`src/rtl/freelist_ckpt_pkg.sv`:
```
//----------------------------------------------------------------------------
// freelist_ckpt_pkg : shared defaults and rename-stage interface structs
// Revision: 1.0
//----------------------------------------------------------------------------
`default_nettype none

package freelist_ckpt_pkg;

  localparam int DP_NUM_DEF     = 2;
  localparam int RT_NUM_DEF     = 2;
  localparam int PREG_NUM_DEF   = 64;
  localparam int ARCH_NUM_DEF   = 32;
  localparam int CKPT_NUM_DEF   = 4;
  localparam int PREG_IDX_WIDTH = $clog2(PREG_NUM_DEF);
  localparam int FL_ENTRY_NUM   = PREG_NUM_DEF - ARCH_NUM_DEF;
  localparam int DP_CNT_W       = $clog2(DP_NUM_DEF + 1);
  localparam int RT_CNT_W       = $clog2(RT_NUM_DEF + 1);
  localparam int CKPT_ID_W      = $clog2(CKPT_NUM_DEF);

  typedef logic [$clog2(FL_ENTRY_NUM):0] fl_ptr_t;

  typedef struct packed {
    logic [DP_CNT_W-1:0] dp_num;
  } DP_FL;

  typedef struct packed {
    logic [DP_CNT_W-1:0]                         avail_num;
    logic [DP_NUM_DEF-1:0][PREG_IDX_WIDTH-1:0]   tag;
  } FL_DP;

  typedef struct packed {
    logic [RT_CNT_W-1:0]                         rt_num;
    logic [RT_NUM_DEF-1:0][PREG_IDX_WIDTH-1:0]   phy_reg;
  } ROB_FL;

  typedef struct packed {
    logic                 save;
    logic [CKPT_ID_W-1:0] id;
    logic                 free;
    logic [CKPT_ID_W-1:0] free_id;
    logic                 rollback;
    logic [CKPT_ID_W-1:0] rb_id;
  } BR_FL;

  function automatic int min_int(input int a, input int b);
    return (a < b) ? a : b;
  endfunction

endpackage

`default_nettype wire

```
`src/rtl/fl_ckpt_table.sv`:
```
//----------------------------------------------------------------------------
// fl_ckpt_table : head-pointer checkpoint slots with per-slot valid bits
// Revision: 1.0
//----------------------------------------------------------------------------
`default_nettype none

module fl_ckpt_table
  import freelist_ckpt_pkg::*;
#(
  parameter int CKPT_NUM = CKPT_NUM_DEF,
  parameter int PTR_W    = 6
) (
  input  logic                        i_clk,
  input  logic                        i_rst_n,
  input  logic                        i_clear,
  input  logic                        i_save,
  input  logic [$clog2(CKPT_NUM)-1:0] i_save_id,
  input  logic [PTR_W-1:0]            i_save_ptr,
  input  logic                        i_free,
  input  logic [$clog2(CKPT_NUM)-1:0] i_free_id,
  input  logic                        i_restore,
  input  logic [$clog2(CKPT_NUM)-1:0] i_restore_id,
  output logic [PTR_W-1:0]            o_restore_ptr,
  output logic                        o_restore_hit,
  output logic                        o_save_ovw,
  output logic [CKPT_NUM-1:0]         o_valid
);

  logic [PTR_W-1:0]    r_ptr [CKPT_NUM];
  logic [CKPT_NUM-1:0] r_valid;

  assign o_restore_ptr = r_ptr[i_restore_id];
  assign o_restore_hit = r_valid[i_restore_id];
  assign o_save_ovw    = i_save & r_valid[i_save_id];
  assign o_valid       = r_valid;

  // Save is applied last so it wins over a same-slot free.
  always_ff @(posedge i_clk or negedge i_rst_n) begin
    if (!i_rst_n) begin
      r_valid <= '0;
      for (int i = 0; i < CKPT_NUM; i++) r_ptr[i] <= '0;
    end else if (i_clear) begin
      r_valid <= '0;
    end else begin
      if (i_free) r_valid[i_free_id] <= 1'b0;
      if (i_restore && r_valid[i_restore_id]) r_valid[i_restore_id] <= 1'b0;
      if (i_save) begin
        r_valid[i_save_id] <= 1'b1;
        r_ptr[i_save_id]   <= i_save_ptr;
      end
    end
  end

endmodule

`default_nettype wire

```
`src/rtl/freelist_ckpt.sv`:
```
//----------------------------------------------------------------------------
// freelist_ckpt : multi-port physical-register free list with head checkpoints
// Revision: 1.0
//----------------------------------------------------------------------------
`default_nettype none

module freelist_ckpt
  import freelist_ckpt_pkg::*;
#(
  parameter int DP_NUM   = DP_NUM_DEF,
  parameter int RT_NUM   = RT_NUM_DEF,
  parameter int PREG_NUM = PREG_NUM_DEF,
  parameter int ARCH_NUM = ARCH_NUM_DEF,
  parameter int CKPT_NUM = CKPT_NUM_DEF
) (
  input  logic                                 clk_i,
  input  logic                                 rst_i,
  input  logic [$clog2(DP_NUM+1)-1:0]          dp_num_i,
  output logic [DP_NUM*$clog2(PREG_NUM)-1:0]   dp_tag_o,
  output logic [$clog2(DP_NUM+1)-1:0]          avail_num_o,
  input  logic [$clog2(RT_NUM+1)-1:0]          rt_num_i,
  input  logic [RT_NUM*$clog2(PREG_NUM)-1:0]   rt_preg_i,
  input  logic                                 ckpt_save_i,
  input  logic [$clog2(CKPT_NUM)-1:0]          ckpt_id_i,
  input  logic                                 ckpt_free_i,
  input  logic [$clog2(CKPT_NUM)-1:0]          ckpt_free_id_i,
  input  logic                                 rollback_i,
  input  logic [$clog2(CKPT_NUM)-1:0]          rollback_id_i,
  input  logic                                 flush_i,
  output logic [CKPT_NUM-1:0]                  ckpt_valid_o,
  output logic                                 err_o
);

  localparam int ENTRY_NUM = PREG_NUM - ARCH_NUM;
  localparam int IDX_W     = $clog2(ENTRY_NUM);
  localparam int PTR_W     = IDX_W + 1;
  localparam int TAG_W     = $clog2(PREG_NUM);
  localparam int DPN_W     = $clog2(DP_NUM + 1);

  if ((ENTRY_NUM < 2) || ((ENTRY_NUM & (ENTRY_NUM - 1)) != 0)) begin : g_entry_chk
    $error("freelist_ckpt: PREG_NUM-ARCH_NUM must be a power of two");
  end

  logic [TAG_W-1:0] r_entry [ENTRY_NUM];
  logic [PTR_W-1:0] r_head;
  logic [PTR_W-1:0] r_tail;
  logic             r_err;

  logic [PTR_W-1:0] w_count;
  logic [DPN_W-1:0] w_avail;
  logic [DPN_W-1:0] w_dp_eff;
  logic             w_dp_err;
  logic             w_rt_ovf;
  logic [PTR_W-1:0] w_tail_nxt;
  logic [PTR_W-1:0] w_head_alloc;
  logic [PTR_W-1:0] w_head_nxt;
  logic             w_dp_act;
  logic             w_rb;
  logic             w_rb_bad;
  logic             w_ck_hit;
  logic             w_save_ovw;
  logic [PTR_W-1:0] w_ck_ptr;
  logic [IDX_W-1:0] w_wr_idx [RT_NUM];

  for (genvar k = 0; k < DP_NUM; k++) begin : g_tag
    assign dp_tag_o[k*TAG_W +: TAG_W] = r_entry[IDX_W'(r_head[IDX_W-1:0] + IDX_W'(k))];
  end

  for (genvar k = 0; k < RT_NUM; k++) begin : g_wr
    assign w_wr_idx[k] = IDX_W'(r_tail[IDX_W-1:0] + IDX_W'(k));
  end

  assign w_count      = r_tail - r_head;
  assign w_avail      = DPN_W'(min_int(int'(w_count), DP_NUM));
  assign w_dp_err     = dp_num_i > w_avail;
  assign w_dp_eff     = w_dp_err ? w_avail : dp_num_i;
  assign w_rt_ovf     = (int'(w_count) + int'(rt_num_i)) > ENTRY_NUM;
  assign w_tail_nxt   = w_rt_ovf ? r_tail : r_tail + PTR_W'(rt_num_i);
  assign w_head_alloc = r_head + PTR_W'(w_dp_eff);

  // Flush outranks rollback, which in turn suppresses dispatch and save.
  assign w_dp_act = ~flush_i & ~rollback_i;
  assign w_rb     = rollback_i & ~flush_i;
  assign w_rb_bad = w_rb & ~w_ck_hit;

  always_comb begin
    w_head_nxt = w_head_alloc;
    if (flush_i)         w_head_nxt = w_tail_nxt - PTR_W'(ENTRY_NUM);
    else if (rollback_i) w_head_nxt = w_ck_hit ? w_ck_ptr : r_head;
  end

  fl_ckpt_table #(
    .CKPT_NUM (CKPT_NUM),
    .PTR_W    (PTR_W)
  ) u_ckpt (
    .i_clk         (clk_i),
    .i_rst_n       (rst_i),
    .i_clear       (flush_i),
    .i_save        (ckpt_save_i & w_dp_act),
    .i_save_id     (ckpt_id_i),
    .i_save_ptr    (w_head_alloc),
    .i_free        (ckpt_free_i & ~flush_i & ~w_rb_bad),
    .i_free_id     (ckpt_free_id_i),
    .i_restore     (w_rb),
    .i_restore_id  (rollback_id_i),
    .o_restore_ptr (w_ck_ptr),
    .o_restore_hit (w_ck_hit),
    .o_save_ovw    (w_save_ovw),
    .o_valid       (ckpt_valid_o)
  );

  always_ff @(posedge clk_i or negedge rst_i) begin
    if (!rst_i) begin
      for (int i = 0; i < ENTRY_NUM; i++) r_entry[i] <= TAG_W'(ARCH_NUM + i);
      r_head <= '0;
      r_tail <= PTR_W'(ENTRY_NUM);
      r_err  <= 1'b0;
    end else begin
      if (!w_rt_ovf) begin
        for (int k = 0; k < RT_NUM; k++) begin
          if (k < int'(rt_num_i)) r_entry[w_wr_idx[k]] <= rt_preg_i[k*TAG_W +: TAG_W];
        end
      end
      r_tail <= w_tail_nxt;
      r_head <= w_head_nxt;
      r_err  <= r_err | w_rt_ovf | w_rb_bad | (w_dp_act & (w_dp_err | w_save_ovw));
    end
  end

  assign avail_num_o = w_avail;
  assign err_o       = r_err;

endmodule

`default_nettype wire

```
`config.mk`:
```
export PLATFORM = sky130hd
export DESIGN_NAME = freelist_ckpt
export DESIGN_NICKNAME = d
export VERILOG_FILES = /design/src/rtl/freelist_ckpt_pkg.sv /design/src/rtl/fl_ckpt_table.sv /design/src/rtl/freelist_ckpt.sv
export SDC_FILE = /design/constraint.sdc
export NUM_CORES = 1
export LEC_CHECK = 0
export CAP_MARGIN = 20
export CORE_UTILIZATION = 57
export CTS_CLUSTER_DIAMETER = 100
export DETAILED_ROUTE_END_ITERATION = 12
export HOLD_SLACK_MARGIN = 0.06
export PLACE_DENSITY = 0.78
export SLEW_MARGIN = 20
export SYNTH_ARGS = -nofsm -noshare
export SYNTH_HDL_FRONTEND = slang
export SYNTH_HIERARCHICAL = 1
export SYNTH_SLANG_ARGS = --single-unit
```
`constraint.sdc`:
```
create_clock -name clk_i -period 5.1 [get_ports clk_i]
set_input_delay 1.53 -clock clk_i [delete_from_list [all_inputs] [get_ports clk_i]]
set_output_delay 1.53 -clock clk_i [all_outputs]
set_load 0.005 [all_outputs]
```
==> flow_summary_export.csv <==
group,metric,value,unit
outcome,status,"complete, no violations",
clock_tree,cts_sinks,233,
setup_path,cp_slowest_cell,"mux4_2",
routing,vias_per_cell,8.033,
setup_path,cp_num_buf_inv,2,
clock_tree,tritoncts,"yes",
setup_path,worst_path_most_repeated_cell,"mux4_2",
yosys,synthFlopType,"dfrtp_1",
timing,finalCritPeriodShare,99.45,%
routing,final_antenna_net_count,0,
global_routing,met1_usage,47.68,%
yosys,synth_cell_type_count,69,
timing,max_slew_margin,27.16,%
setup_path,crit_type,"flip-flop to output port",
finish,drive_gt1_share,40.94,%
routing,routed_wl,49.11,mm
finish,fillers,1918,
yosys,async_flop_share,100.0,%
setup_path,worstPathRequired,3.57,ns
setup_path,endpoint_kind,"output port",
global_routing,first_global_vias,12560,
routing,num_vias,12630,
global_routing,busiest_layer,"met2",
placed_design,place_congestion,0.9499,
die,die_area,27970,um^2
global_routing,grt_max_degree,98,
setup_path,cp-start-kind,"flip-flop",
clock_tree,clk_latency,0.55,ns
setup_path,critPathLaunch,"r_head[0]",
timing,setup_violations,0,
die,start_util,57.92,%
yosys,yosysSeqAreaShare,38.37,%
setup_path,path_cells,"ha_4 > buf_12 > mux4_2 > mux4_2 > mux2_2 > clkdlybuf4s50_1",
setup_path,r2r_start,"r_head[0]",
min_path,hp-class,"flip-flop to flip-flop",
yosys,synthCells,1200,
global_routing,antenna_found_initial,1,
timing,slew_viol_final,0,
die,die_h,167.3,um
die,ios,47,
global_routing,grt_util_met2,53.97,%
routing,drtIter0Drc,1884,
clock_tree,clk_path_buf_depth,3,
placed_design,post-dp-hpwl,31.63,mm
timing,max_freq,0.1972,GHz
global_routing,grt.total_usage,35.38,%
timing,finClkSkew,0.01472,ns
timing,fin_setup_tns,0,ns
yosys,ys_seq_elements,233,
routing,wl_per_cell,31.24,um
clock_tree,cts_buffers,27,
global_routing,use_met3,9.974,%
routing,drc,0,
clock_tree,root_buffer,"clkbuf_16",
yosys,syn_nets,1247,
setup_path,max_stage_delay,0.55,ns
timing,rsz0062_at_grt,"false",
yosys,avgSynthCellArea,12.97,um^2
finish,multi_input_area,9080,um^2
setup_path,cp_max_fo,17,
placed_design,io_buffers,46,
die,core_area,26880,um^2
routing,dr.pass1.iters,8,
global_routing,grt_pass1_wl,76.22,mm
timing,tightest_slew,1.089,ns
die,die_w,167.3,um
clock_tree,cts.htree.levels,1,
global_routing,overflow,0,
setup_path,critical-path-top-delay-family,"multiplexers",
clock_tree,clk_pin_slew,0.06,ns
finish,antenna_cells,0,
flow_run,drv_cap,0,
yosys,syn_area,15570,um^2
finish,regArea,5977,um^2
yosys,yosysWarnings,6,
yosys,synth-edff-count,0,
setup_path,cp_data_arrival_time,3.54,ns
timing,hold_viol_final,0,
finish,final_nets,1257,
timing,period_needed,5.072,ns
finish,synthToLayoutAreaGrowth,10.97,%
die,fp-row-count,60,
min_path,hp-start,"err_o",
==> cells in the final DEF (no fill, tap or decap), drive strengths merged, types with 15 or more instances in the layout <==
cell type / netlist / layout
o22ai: 193 / 193
a22oi: 32 / 32
a2bb2oi: 160 / 160
clkdlybuf4s50: 0 / 33
nor2: 25 / 25
ha: 15 / 15
mux2: 30 / 30
dfstp: 113 / 113
inv: 18 / 20
dfrtp: 120 / 120
nand2: 88 / 88
buf: 47 / 57
o2bb2a: 32 / 32
clkbuf: 62 / 43
mux4: 128 / 128
nand3: 20 / 20
==> path summary, 6_finish.rpt <==
check | endpoint | slack (ns) | cells past startpoint
max in group asynchronous | r_entry[40] | 3.08 | 2
max reg2reg | r_head[2] | 0.45 | 19
min in group asynchronous | u_ckpt/o_valid[0] | 0.99 | 1
max | dp_tag_o[11] | 0.03 | 6
min reg2reg | err_o | 0.50 | 1
min | err_o | 0.50 | 1
==> routing by layer <==
layer	wire (um)	vias to the layer above
met1	17940	6300
met5	0	-
met4	2472	0
li1	-	5026
met2	22370	1086
met3	6325	216
==> kinds of logic after synthesis <==
family                     count (synthesis)  synth area share, %
DFF                                      233                38.37
buffers and inverters                    127                3.738
xor gates and xnor gates                  16               0.9002
AOI/OAI and AO/OA                        471                29.14
muxes                                    160                20.82
and+or+nand+nor                          174                5.321
adders and majority gates                 19                1.720
==> worst reg2reg max path, delay by kind of cell, from the launching register on <==
kind	cells	cell delay (ns)
AND/OR/NAND/NOR	3	0.85
AO/OA/AOI/OAI	8	1.50
XOR/XNOR	1	0.11
buffers and inverters	2	0.12
flip-flops	1	0.46
adder cells (fa/ha/maj)	5	1.47
==> registers in the layout, indices dropped and copies added, names as in the netlist <==
| signal | flops |
|---|---|
| r_head | 6 |
| u_ckpt/r_ptr | 24 |
| u_ckpt/o_valid | 4 |
| err_o | 1 |
| r_tail | 6 |
| r_entry | 192 |
==> metrics by stage <==
step,util (%),cells,setup slack (ns),cell area (um^2),hold WS (ns)
CTS,64.16,1571,0.04902,17240,0.4984
global placement,60.82,1518,0.5277,16350,0.4616
detailed placement,60.84,1518,0.3209,16350,0.4862
finish,64.27,1572,0.02825,17270,0.4972
floorplan,-,1200,0.02649,15570,0.4643
global route,64.27,1572,0.001339,17270,0.5115
==> cell usage after synthesis, types with 3 or more instances <==
cell | number | area, um^2
a211oi_1 | 3 | 22.52
a21oi_1 | 9 | 45.04
a22oi_4 | 31 | 659.4
a2bb2oi_1 | 100 | 875.8
a2bb2oi_2 | 60 | 900.9
a31o_2 | 3 | 26.28
a41o_1 | 3 | 30.03
and3_1 | 3 | 18.77
buf_1 | 10 | 37.54
buf_2 | 24 | 120.1
buf_4 | 8 | 60.06
buf_6 | 3 | 33.78
clkbuf_1 | 62 | 232.7
dfrtp_1 | 120 | 3003
dfstp_2 | 113 | 2969
fa_1 | 4 | 80.08
ha_1 | 15 | 187.7
inv_1 | 16 | 60.06
mux2_2 | 30 | 337.8
mux4_2 | 128 | 2883
nand2_1 | 88 | 330.3
nand3_1 | 19 | 95.09
nand3b_1 | 4 | 30.03
nand4_1 | 3 | 18.77
nor2_1 | 25 | 93.84
nor2b_1 | 3 | 18.77
nor3_1 | 7 | 35.03
o211ai_1 | 4 | 30.03
o21ai_0 | 10 | 50.05
o22ai_1 | 193 | 1207
o2bb2a_1 | 16 | 160.2
o2bb2a_4 | 16 | 320.3
or3_1 | 5 | 31.28
xnor2_1 | 11 | 96.34
xor2_1 | 5 | 43.79
==> final cells by class <==
| cell class | count | area share, % |
|---|---|---|
| clock buffers | 43 | 4.607 |
| clock inverters | 7 | 0.3911 |
| inverters | 18 | 0.3911 |
| multi-input cells | 840 | 52.56 |
| flip-flops and latches | 233 | 34.60 |
| well taps | 341 | 2.470 |
| repair buffers | 90 | 4.976 |
==> what timing repair did <==
action / CTS / global route
pin swaps: 1 / 0
setup buffers: 3 / 1
gates resized for setup: 2 / 6
endpoints found under the setup margin: 7 / 4
hold buffers: 0 / 0
Power is left out: the tool's default activity adds up to more than one toggle a clock period on the data nets, which glitch-free logic cannot reach.
